`src/rtl/tour_cmd.sv`:
```
// rtl/tour_cmd.sv - replays solver knight's-tour moves as command-processor commands
module tour_cmd #(
    parameter int NUM_MOVES = 24
) (
    input  logic        clk,
    input  logic        rst_n,
    input  logic        start_tour,
    input  logic [7:0]  move,
    output logic [4:0]  mv_indx,
    input  logic [15:0] cmd_UART,
    input  logic        cmd_rdy_UART,
    output logic        clr_cmd_rdy_UART,
    output logic [15:0] cmd,
    output logic        cmd_rdy,
    input  logic        clr_cmd_rdy,
    input  logic        send_resp,
    output logic [7:0]  resp,
    output logic        tour_err
);

    localparam logic [2:0] IDLE  = 3'd0;
    localparam logic [2:0] LOAD  = 3'd1;
    localparam logic [2:0] VERT  = 3'd2;
    localparam logic [2:0] VWAIT = 3'd3;
    localparam logic [2:0] HORZ  = 3'd4;
    localparam logic [2:0] HWAIT = 3'd5;

    localparam logic [4:0] LAST_IDX = 5'(NUM_MOVES - 1);

    logic [2:0]  state;
    logic [7:0]  move_reg;
    logic        move_one_hot;
    logic        dy_pos, dy_two, dx_pos, dx_two;
    logic [15:0] vert_cmd, horz_cmd;

    // Zero is rejected as well as multi-bit moves.
    assign move_one_hot = (move != 8'h00) && ((move & (move - 8'h01)) == 8'h00);

    // Group the eight L-moves by direction and length of each leg.
    assign dy_pos = |(move_reg & 8'b1000_0111);
    assign dy_two = |(move_reg & 8'b0011_0011);
    assign dx_pos = |(move_reg & 8'b1110_0001);
    assign dx_two = |(move_reg & 8'b1100_1100);

    assign vert_cmd = {4'b0010, (dy_pos ? 8'h00 : 8'h7F), (dy_two ? 4'd2 : 4'd1)};
    assign horz_cmd = {4'b0011, (dx_pos ? 8'hBF : 8'h3F), (dx_two ? 4'd2 : 4'd1)};

    always_ff @(posedge clk) begin
        if (!rst_n) begin
            state    <= IDLE;
            mv_indx  <= 5'd0;
            move_reg <= 8'h00;
            tour_err <= 1'b0;
        end else begin
            case (state)
                IDLE: begin
                    if (start_tour) begin
                        mv_indx  <= 5'd0;
                        tour_err <= 1'b0;
                        state    <= LOAD;
                    end
                end
                LOAD: begin
                    move_reg <= move;
                    if (move_one_hot) begin
                        state <= VERT;
                    end else begin
                        tour_err <= 1'b1;
                        state    <= IDLE;
                    end
                end
                VERT: if (clr_cmd_rdy) state <= VWAIT;
                VWAIT: if (send_resp) state <= HORZ;
                HORZ: if (clr_cmd_rdy) state <= HWAIT;
                HWAIT: begin
                    if (send_resp) begin
                        if (mv_indx == LAST_IDX) begin
                            state <= IDLE;
                        end else begin
                            mv_indx <= mv_indx + 5'd1;
                            state   <= LOAD;
                        end
                    end
                end
                default: state <= IDLE;
            endcase
        end
    end

    always_comb begin
        cmd              = vert_cmd;
        cmd_rdy          = 1'b0;
        clr_cmd_rdy_UART = 1'b0;
        resp             = 8'hA5;
        case (state)
            IDLE: begin
                cmd              = cmd_UART;
                cmd_rdy          = cmd_rdy_UART;
                clr_cmd_rdy_UART = clr_cmd_rdy;
            end
            VERT: cmd_rdy = 1'b1;
            HORZ: begin
                cmd     = horz_cmd;
                cmd_rdy = 1'b1;
            end
            HWAIT: begin
                cmd = horz_cmd;
                if (mv_indx == LAST_IDX) resp = 8'h5A;
            end
            default: ;
        endcase
    end

endmodule

```
`config.mk`:
```
export PLATFORM = sky130hd
export DESIGN_NAME = tour_cmd
export DESIGN_NICKNAME = d
export VERILOG_FILES = /design/src/rtl/tour_cmd.sv
export SDC_FILE = /design/constraint.sdc
export NUM_CORES = 1
export LEC_CHECK = 0
export CAP_MARGIN = 10
export CORE_MARGIN = 1.5
export CORE_UTILIZATION = 42
export CTS_CLUSTER_SIZE = 24
export DETAILED_ROUTE_END_ITERATION = 7
export PLACE_DENSITY = 0.83
export SLEW_MARGIN = 20
export SYNTH_ARGS = -nofsm -noshare
export SYNTH_HDL_FRONTEND = slang
export SYNTH_SLANG_ARGS = --single-unit
```
`constraint.sdc`:
```
create_clock -name clk -period 2 [get_ports clk]
set_input_delay 0.3 -clock clk [delete_from_list [all_inputs] [get_ports clk]]
set_output_delay 0.3 -clock clk [all_outputs]
set_load 0.01 [all_outputs]
```
==> impl_metrics.tcl <==
set metrics [dict create \
    portBuffers 61 \
    synth-seq-cells 17 \
    cp_max_fo 5 \
    gp_congestion 0.772 \
    synth_edf_count 0 \
    drtPass1Iterations 4 \
    ys_seq_area_frac 0.296 \
    cp_top_family "simple AND/OR/NAND/NOR gates" \
    ys_warn_count 0 \
    cts_tree "yes" \
    yosysMostFrequentCell "nand2_1" \
    fin_crit_sh 0.964 \
    cp_slowest_cell "or3_4" \
    drt_iter0_drc 39 \
    grt_overflow 0 \
    crit_path_start_kind "register" \
    cts_buffer_depth 2 \
    nets 255 \
    wl_met3_um 175 \
    clock_skew_ns 0.00906 \
    path_cells "or3_4, nand2_4, nand2_4, a21o_1, dlygate4sd2_1" \
    antenna_left 0 \
    rows 18 \
    syn_inst 157 \
    worst_pin_slew_ns 0.402 \
    ys.flop_type "dfxtp_1" \
    die_area_sq_mm 0.00306 \
    fill_cells 196 \
    vias_per_cell 5.47 \
    top_layer_used "met4" \
    wl_per_cell_um 13.6 \
    antenna_cells 0 \
    cp.arrival_ns 1.63 \
    period_minus_slack_ns 1.93 \
    hpwlAfterDp_um 2600 \
    crit_type "register to output port" \
    setup_ws_ns 0.0718 \
    yosys.area.top_type_share 0.296 \
    postSynthAreaPerCell_sq_um 7.32 \
    placedInstanceArea_sq_mm 0.00178 \
    postSynth.asyncResetShare 0 \
    die_w_um 55.3 \
    final-hold-violation-count 0 \
    vias 1385 \
    grt_max_degree 15 \
    slowest_delay_ns 0.41 \
    setup_viol 0 \
    drive_above_1_share 0.152 \
    drv_slew 0 \
    crit_required_ns 1.70 \
    hp-class "register to register" \
    grt_usage 0.221 \
    synth.area.top_cells "dfxtp_1 (30%), nand2_1 (11%), a21boi_0 (5.2%)" \
    cts_root_buf "clkbuf_4" \
    path_buf_inv 1 \
    core_region_area_sq_mm 0.00254 \
    leakage_nw 0.843 \
    path_clk_slew_ns 0.10 \
    start_util 0.452 \
    ir_drop_uv 377 \
    hold_slack_ns 0.488 \
    max-slew-margin-rel 0.731 \
    htreeDepth 1 \
    clock_latency_ns 0.28 \
    fin_area_sq_mm 0.00190 \
    synth_nets 188 \
    die-height_um 55.3 \
    syn_area_sq_mm 0.00115 \
    fmax_mhz 519 \
    antenna_found_initial 0 \
    pin_count 62 \
    cts_made_buffers 3 \
    synth_area_leader_cell "dfxtp_1" \
    syn_to_final_growth_pct 65.2 \
    cellPowerDensity_mw_per_mm2 485 \
    place_ws_ns 0.0626 \
    first_global_vias 1353 \
    clock_sinks 17 \
    largest_reg_flops 8 \
    grt_pass1_wl_um 5700 \
    routed_wl_um 3440 \
    drc 0 \
    met2_length_um 1780 \
    rsz0062_at_grt "false" \
    end_kind "output port" \
    hold_buffers 0 \
    synth_commonest_cells "nand2_1 (34), dfxtp_1 (17), nor2_1 (12)" \
    max_cap_violations 0 \
    status "finished, final reports clean" \
    m1WireLength_um 1470 \
    crit_top_cell "nand2_4" \
    post_synth_num_cell_types 36 \
]
[tightest hold or removal path: stages, from the launching register on]
cell and delay (ns):
dfxtp_1 0.33, nand2_1 0.05, a21boi_0 0.06
[logic make-up after synthesis]
kind of cell | after synthesis | synth area share
flops | 17 | 0.296
simple gates | 82 | 0.371
buf+inv | 17 | 0.0805
mux | 1 | 0.00871
compound gates | 39 | 0.233
fa+ha+maj | 1 | 0.0109
[metrics by stage]
stage	util	setup TNS, ns	power [mW]	instances
3_5_place_dp	0.701	0	0.741	243
6_report	0.746	0	0.921	253
2_1_floorplan	-	0	0.538	157
4_1_cts	0.732	-0.0775	0.919	252
5_1_grt	0.746	0	0.971	253
3_3_place_gp	0.701	0	0.731	243
[cell usage in the layout (no fill, tap or decap), types with 3 or more instances in the layout]
cell type / netlist / layout
and2_1: 7 / 7
nor2b_1: 4 / 3
nand4b_1: 5 / 5
dfxtp_1: 17 / 13
dlygate4sd2_1: 0 / 15
o21ai_0: 8 / 8
nor2_1: 12 / 11
a31oi_1: 3 / 3
dlymetal6s2s_1: 0 / 7
a211oi_1: 3 / 3
a21o_1: 6 / 6
clkbuf_4: 0 / 3
a22oi_1: 3 / 3
a21boi_0: 8 / 8
nand2b_1: 3 / 3
inv_1: 3 / 3
dfxtp_2: 0 / 3
buf_4: 6 / 13
clkdlybuf4s50_1: 0 / 35
nand3_1: 5 / 5
nand2_1: 34 / 32
[final timing paths]
check | slack [ns] | cells after the start | end | from
worst min register to register | 0.49 | 2 | move_reg[4] | move_reg[4]
worst max register to register | 0.45 | 7 | mv_indx[1] | mv_indx[0]
worst min-delay path | 0.49 | 2 | move_reg[4] | move_reg[4]
worst max-delay path | 0.07 | 5 | cmd[9] | state[2]
[cell type report]
cell class / instances / area, sq um / share of cell area
well taps: 30 / 37.5 / 0.0198
clock buffers: 4 / 26.3 / 0.0138
repair buffers: 76 / 713 / 0.375
flip-flops and latches: 17 / 348 / 0.183
multi-input cells: 123 / 763 / 0.402
inverters: 3 / 11.3 / 0.00593
[report_power, final]
part           total, mW  internal (mW)  switching, mW
registers          0.372          0.355         0.0171
logic              0.370          0.202          0.168
clock network      0.179         0.0773          0.102
[metal layers]
metal | vias up | GRT usage
met4 | 0 | 0.0557
met1 | 643 | 0.248
met5 | - | 0
met2 | 54 | 0.434
met3 | 2 | 0.0234
li1 | 686 | -
[timing repair]
action / in CTS / in global routing
pin swaps: 2 / 1
gates resized for setup: 36 / 14
setup endpoints to repair: 25 / 11
setup buffers: 5 / 0
gates cloned: 0 / 1
No activity file was read; power rests on OpenSTA's default activity.
